File: config.mk
export PLATFORM = sky130hd
export DESIGN_NAME = rom_loader
export DESIGN_NICKNAME = d
export VERILOG_FILES = /design/src/rtl/rom_loader.sv
export SDC_FILE = /design/constraint.sdc
export NUM_CORES = 1
export LEC_CHECK = 0
export CORE_MARGIN = 8
export CORE_UTILIZATION = 50
export CTS_CLUSTER_DIAMETER = 60
export CTS_CLUSTER_SIZE = 10
export DETAILED_ROUTE_END_ITERATION = 6
export GPL_ROUTABILITY_DRIVEN = 0
export PLACE_DENSITY_LB_ADDON = 0.1
export SLEW_MARGIN = 10
export SYNTH_ARGS = -nofsm -noshare
export SYNTH_HDL_FRONTEND = slang
export SYNTH_SLANG_ARGS = --single-unit
File: constraint.sdc
create_clock -name clk_sys -period 6.4 [get_ports clk_sys]
set_clock_uncertainty 0.05 [all_clocks]
set_input_delay 0.64 -clock clk_sys [delete_from_list [all_inputs] [get_ports clk_sys]]
set_output_delay 0.64 -clock clk_sys [all_outputs]
set_load 0.01 [all_outputs]
File: src/rtl/rom_loader.sv
// rom_loader: mirrors HPS ROM download bytes to SDRAM write ports, captures DIP bytes, stretches core reset.
// Optional define ROM_LOADER_CHECKSUM_EN adds the rom_sum output (16-bit sum of accepted ROM bytes).
module rom_loader #(
  parameter int                   NUM_PORTS   = 2,
  parameter logic [NUM_PORTS-1:0] PORT_EN     = {NUM_PORTS{1'b1}},
  parameter logic [7:0]           ROM_INDEX   = 8'd0,
  parameter logic [7:0]           DIP_INDEX   = 8'd254,
  parameter int                   DIP_BYTES   = 8,
  parameter logic [15:0]          HOLD_CYCLES = 16'hFFFF
) (
  input  logic                   clk_sys,
  input  logic                   reset,
  input  logic                   soft_reset,
  input  logic                   ioctl_download,
  input  logic [7:0]             ioctl_index,
  input  logic                   ioctl_wr,
  input  logic [24:0]            ioctl_addr,
  input  logic [7:0]             ioctl_dout,
  output logic                   ioctl_wait,
  output logic [NUM_PORTS-1:0]   port_req,
  input  logic [NUM_PORTS-1:0]   port_ack,
  output logic [22:0]            port_a,
  output logic [1:0]             port_ds,
  output logic [15:0]            port_d,
  output logic                   port_we,
  output logic [8*DIP_BYTES-1:0] dip_sw,
  output logic                   rom_loaded,
  output logic                   core_reset,
`ifdef ROM_LOADER_CHECKSUM_EN
  output logic [15:0]            rom_sum,
`endif
  output logic                   overrun
);

  localparam logic ST_IDLE = 1'b0;
  localparam logic ST_BUSY = 1'b1;

  logic                 state;
  logic                 dl_q, dl_qq;
  logic                 wr_q, wr_qq;
  logic [7:0]           idx_q, idx_lat;
  logic [24:0]          addr_q;
  logic [7:0]           dout_q;
  logic [NUM_PORTS-1:0] ack_q;
  logic [15:0]          count;

  logic rom_sel;
  logic accept;
  logic acked;
  logic dip_wr;
  logic hold;

  assign rom_sel = dl_q && (idx_q == ROM_INDEX);
  assign accept  = rom_sel && wr_q && !wr_qq;
  assign acked   = ((ack_q ^ port_req) & PORT_EN) == '0;
  assign dip_wr  = wr_q && (idx_q == DIP_INDEX) && (addr_q[24:3] == 22'd0);
  assign hold    = soft_reset || !rom_loaded || ioctl_download;

  // Register the HPS strobes and SDRAM acks before any decision is made.
  always_ff @(posedge clk_sys or posedge reset) begin
    if (reset) begin
      dl_q    <= 1'b0;
      dl_qq   <= 1'b0;
      wr_q    <= 1'b0;
      wr_qq   <= 1'b0;
      idx_q   <= 8'd0;
      idx_lat <= 8'd0;
      addr_q  <= 25'd0;
      dout_q  <= 8'd0;
      ack_q   <= '0;
    end else begin
      dl_q   <= ioctl_download;
      dl_qq  <= dl_q;
      wr_q   <= ioctl_wr;
      wr_qq  <= wr_q;
      idx_q  <= ioctl_index;
      addr_q <= ioctl_addr;
      dout_q <= ioctl_dout;
      ack_q  <= port_ack;
      if (dl_q) idx_lat <= idx_q;
    end
  end

  // Write FSM: issue on accepted strobe, stall HPS until all enabled acks match.
  always_ff @(posedge clk_sys or posedge reset) begin
    if (reset) begin
      state      <= ST_IDLE;
      port_req   <= '0;
      ioctl_wait <= 1'b0;
      port_a     <= 23'd0;
      port_ds    <= 2'b00;
      port_d     <= 16'd0;
      overrun    <= 1'b0;
    end else begin
      case (state)
        ST_IDLE: begin
          if (accept) begin
            port_a     <= addr_q[23:1];
            port_ds    <= {addr_q[0], ~addr_q[0]};
            port_d     <= {dout_q, dout_q};
            port_req   <= port_req ^ PORT_EN;
            ioctl_wait <= 1'b1;
            state      <= ST_BUSY;
          end
        end
        ST_BUSY: begin
          if (accept) overrun <= 1'b1;
          if (acked) begin
            ioctl_wait <= 1'b0;
            state      <= ST_IDLE;
          end
        end
        default: state <= ST_IDLE;
      endcase
    end
  end

  // Write-enable follows the registered ROM-download window.
  always_ff @(posedge clk_sys or posedge reset) begin
    if (reset) port_we <= 1'b0;
    else       port_we <= rom_sel;
  end

  // DIP byte capture; addresses beyond the configured byte count are dropped.
  always_ff @(posedge clk_sys or posedge reset) begin
    if (reset) begin
      dip_sw <= '0;
    end else begin
      for (int k = 0; k < DIP_BYTES; k++) begin
        if (dip_wr && addr_q[2:0] == 3'(k)) dip_sw[8*k +: 8] <= dout_q;
      end
    end
  end

  // rom_loaded latches when a ROM-index download window closes.
  always_ff @(posedge clk_sys or posedge reset) begin
    if (reset)                                           rom_loaded <= 1'b0;
    else if (dl_qq && !dl_q && idx_lat == ROM_INDEX)     rom_loaded <= 1'b1;
  end

  // Core reset stretch counter; reloads while any hold source is active.
  always_ff @(posedge clk_sys or posedge reset) begin
    if (reset) begin
      count      <= HOLD_CYCLES;
      core_reset <= 1'b1;
    end else begin
      if (hold)               count <= HOLD_CYCLES;
      else if (count != 16'd0) count <= count - 16'd1;
      core_reset <= (count != 16'd0);
    end
  end

`ifdef ROM_LOADER_CHECKSUM_EN
  // Running byte sum, restarted when a ROM download begins.
  always_ff @(posedge clk_sys or posedge reset) begin
    if (reset) begin
      rom_sum <= 16'd0;
    end else if (dl_q && !dl_qq && idx_q == ROM_INDEX) begin
      rom_sum <= 16'd0;
    end else if (state == ST_IDLE && accept) begin
      rom_sum <= rom_sum + {8'h00, dout_q};
    end
  end
`endif

endmodule

After elaboration in Yosys (flattened, before gate mapping)
Cells that the tools add are included.

word-level totals
  register bits = 184
  input bits = 48
  output and inout bits = 112
  logic and storage cells = 81

operators by class
  add/subtract/negate cells = 1
  eq/ne operators = 10
  multiplexer cells = 8
  bitwise logic cells = 4
  reductions and logical operators = 30

operators with widths
  kind                   count
  $mux 16                2
  $logic_not 22->1       1
  $logic_not 8->1        2
  $reduce_bool 16->1     1
  $sub 16x1->16 const B  1
  $logic_and 1x1->1      15
  $eq 3x3->1 const B     4
  $eq 8x8->1 const B     1
  $eq 3x2->1 const B     2
  $reduce_and 2->1       3
  $mux 1                 4
  $pmux 1 s2             2
  $eq 3x1->1 const B     1
  $logic_not 1->1        3
  $logic_not 3->1        1
  $logic_not 2->1        1
  $logic_or 1x1->1       2
  $ne 2x1->1 const B     1
  $ne 2x2->1 const B     1
  $not 1->1              2
  $not 2->2              1
  $reduce_bool 2->1      1
  $xor 2x2->2            1

Depth between registers and ports, before layout
  depth after elaboration = 6
  gate-level depth with buffers = 7
  mapped depth without buffers = 6

Least setup slack after synthesis
No wires, ideal clock.

  kind = register to register
  start = register addr_q[6]
  end = register dip_sw[48]
  setup time = 125 ps
  arrival = 2004 ps
  required time = 6225 ps
  setup slack = 4221 ps
  stages on the path, launching flop included = 5
  buffers on the path = 0
  clock period less this slack = 2179 ps
  cells stage by stage = dfrtp_1 nor4b_4 nand4_4 nor4_4 mux2_4

on the way
  longest elaborated chain between the ends = 3

ends and longest elaborated chain
  element                          line  text
  from (decl)                      42    logic [24:0] addr_q;
  from (signal assigned)           77    addr_q <= ioctl_addr;
  $logic_not 22->1                 56    assign dip_wr = wr_q && (idx_q == DIP_INDEX) && (addr_q[24:3] == 22'd0);
  $logic_and 1x1->1                56
  $logic_and 1x1->1                130   if (dip_wr && addr_q[2:0] == 3'(k)) dip_sw[8*k +: 8] <= dout_q;
  to (signal, indexed assignment)  130
  to (decl)                        26    output logic [8*DIP_BYTES-1:0] dip_sw,

Every way passes these cells.
A chain may end at the register's enable or synchronous reset.

Final worst setup path
  start = register addr_q[11]
  end = register dip_sw[55]

Same word-level chain as after synthesis.

==> flow_summary.ini <==
[pwr]
vdd_ir_drop_max_uv = 177
power_uw = 2190
p_leak_uw = 0.00398
power-per-cell-area_mw_per_mm2 = 243

[route]
finalWirelength_um = 14800
wl_per_cell_um = 19.0
drt_iter0_drc = 171
drcViolationCount = 0
first_pass_iters = 4
ant_nets = 0
num_vias = 4061
drt-vias-per-instance = 5.23

[cells_and_area]
multi_input_area_sq_mm = 0.00220
stdcell_count = 777
final_nets = 639
syn2layout_area_growth_pct = 33.6
fill_cells = 958
final_cell_area_sq_mm = 0.00901
n_antenna_cell = 0
drive_above_1_share_pct = 28.5
regArea_sq_mm = 0.00443

[sta]
report.final.slew_viol_count = 0
rsz0062_at_grt = no
finalHoldViolCount = 0
tightest_slew_ns = 1.03
relSlewSlack_pct = 31.2
setup_viol = 0
post-route-min-period_ns = 2.55
clock.fmax_mhz = 393
fin_tns_setup_ns = 0
post-route-period-util_pct = 39.8
whs_ns = 0.368

[logic_synthesis]
synth.distinct_cells = 49
ys_ff_latch = 176
synth_warnings = 0
ys.flop_type = dfrtp_1
yosysMostFrequentCell = dfrtp_1
synthTopCellsByArea = dfrtp_1 59%, mux2_2 16%, dfstp_2 6.6%, nor4_4 2.5%, mux2_4 1.8%
yosys.area.top_type = dfrtp_1
synth_top_area_share_pct = 59.0
async_reset_ff_share_pct = 100
synth_edf_count = 0
synth.net_count = 475
yosys-top-cells-count = 159 x dfrtp_1, 95 x mux2_2, 17 x dfstp_2
syn_area_sq_mm = 0.00675
seq_area_frac_synth_pct = 65.6
syn_avg_cell_area_sq_um = 15.8
syn_inst = 426

[critical_path]
worstRegToRegCells = 4
r2r-end = dip_sw[55]
end_kind = flip-flop
r2r_start = addr_q[11]
required_ns = 6.65
cp-endpoint = dip_sw[55]
critical_path_class = reg -> reg
startpoint = addr_q[11]
reg2reg_slack_ns = 3.85
critPathLaunchType = flip-flop
cp_max_fo = 8
crit_arrival_ns = 2.80

[clocking]
cts_made_buffers = 17
cts-resized-gates = 0
cts_setup_buffers = 0
hold_buffers = 0
tritoncts = built
h-tree-depth = 4
cts.sinks = 176
cts.path.max_buffers = 2
path_clk_slew_ns = 0.06
insertion_delay_ns = 0.42
root_buffer = clkbuf_16

[floorplanning]
die_h_um = 132
num_io_pins = 160
core_sq_mm = 0.0132
die_area_sq_mm = 0.0175
fp-row-count = 42
start_util_pct = 51.1
die_x_um = 132

[grt]
grt_max_degree = 122
grt_use_total_pct = 18.0
overflow = 0
antenna_found_initial = 0
grt_pass1_vias = 4432
grt_pass1_wl_um = 24600

[placement]
dpl.cell_count = 747
placed_area_sq_mm = 0.00848
dpl.hpwl_um = 10700
io_buffers = 159

[status]
status = complete, no violations

[job]
drv_cap = 0

[min_path]
hold_class = reg -> reg
## state kept, by name, indices dropped and copies added, names as in the netlist
name	count
rom_loaded	1
idx_q	8
port_we	1
dip_sw	64
dl_q	1
port_ds	2
state	1
wr_qq	1
core_reset	1
port_d	8
addr_q	25
wr_q	1
dout_q	8
ioctl_wait	1
idx_lat	8
count	16
ack_q	2
dl_qq	1
port_a	23
overrun	1
port_req	2
## per-stage QoR
stage	util, %	setup WS [ns]
6_report	68.3	3.85
3_3_place_gp	64.3	3.71
3_5_place_dp	64.3	3.65
5_1_grt	68.3	3.72
4_1_cts	68.3	3.81
2_1_floorplan	-	0.965
## cells by family (layout without fill, tap and decap cells)
logic type,after synthesis,count (layout),share of synthesized area (%)
fa+ha+maj,1,1,0.185
simple gates,82,82,10.2
flops,176,176,65.6
buf+inv,22,197,1.76
mux,109,109,18.5
xor+xnor,4,4,0.519
compound gates,32,32,3.21
## cell usage in the layout, fill, tap and decap left out, types with 6 or more instances in the layout
cell / n
a21oi_1: 7
clkbuf_16: 17
clkdlybuf4s50_1: 159
dfrtp_1: 159
dfstp_2: 17
mux2_2: 95
mux2_4: 8
nand3_1: 7
nor2_1: 11
nor3_1: 9
nor4_4: 8
o21ai_0: 7
or3_1: 6
## final cells by class
type | count | area share (%)
clock inverters | 7 | 0.694
repair buffers | 161 | 17.8
clock buffers | 23 | 5.19
multi-input cells | 228 | 24.4
well taps | 176 | 2.44
flip-flops and latches | 176 | 49.1
inverters | 6 | 0.305
## where the power goes
| part | total (uW) | internal [uW] | switching (uW) | leakage, uW |
|---|---|---|---|---|
| clock | 938 | 548 | 390 | 0.000262 |
| sequential | 1160 | 1140 | 24.8 | 0.00227 |
| combinational | 88.0 | 48.0 | 39.9 | 0.00144 |
| total | 2190 | 1730 | 455 | 0.00398 |
## metal layers
layer,global-route usage [%],share of wire [%],vias up
li1,-,-,1862
met1,22.9,44,2041
met2,27.4,47,139
met3,6.55,6.7,19
met4,7.59,1.9,0
met5,0,0,-
## worst min-delay path by stage
stage                     startpoint  endpoint  slack, ns  depth (start not counted)
final                           wr_q     wr_qq       0.37                          0
after global routing            wr_q     wr_qq       0.39                          0
after CTS                       wr_q     wr_qq       0.38                          0
after detailed placement        wr_q     wr_qq       0.36                          0
after global placement          wr_q     wr_qq       0.33                          0
after floorplan                 dl_q     dl_qq       0.30                          0
## critical path, stage by stage, from the launching register on
cell     delay [ns]
dfrtp_1        0.38
nor4_2         0.45
nand4_4        0.38
nor4_4         0.81
mux2_4         0.35
Note: power is estimated with default switching activity, not from simulation.
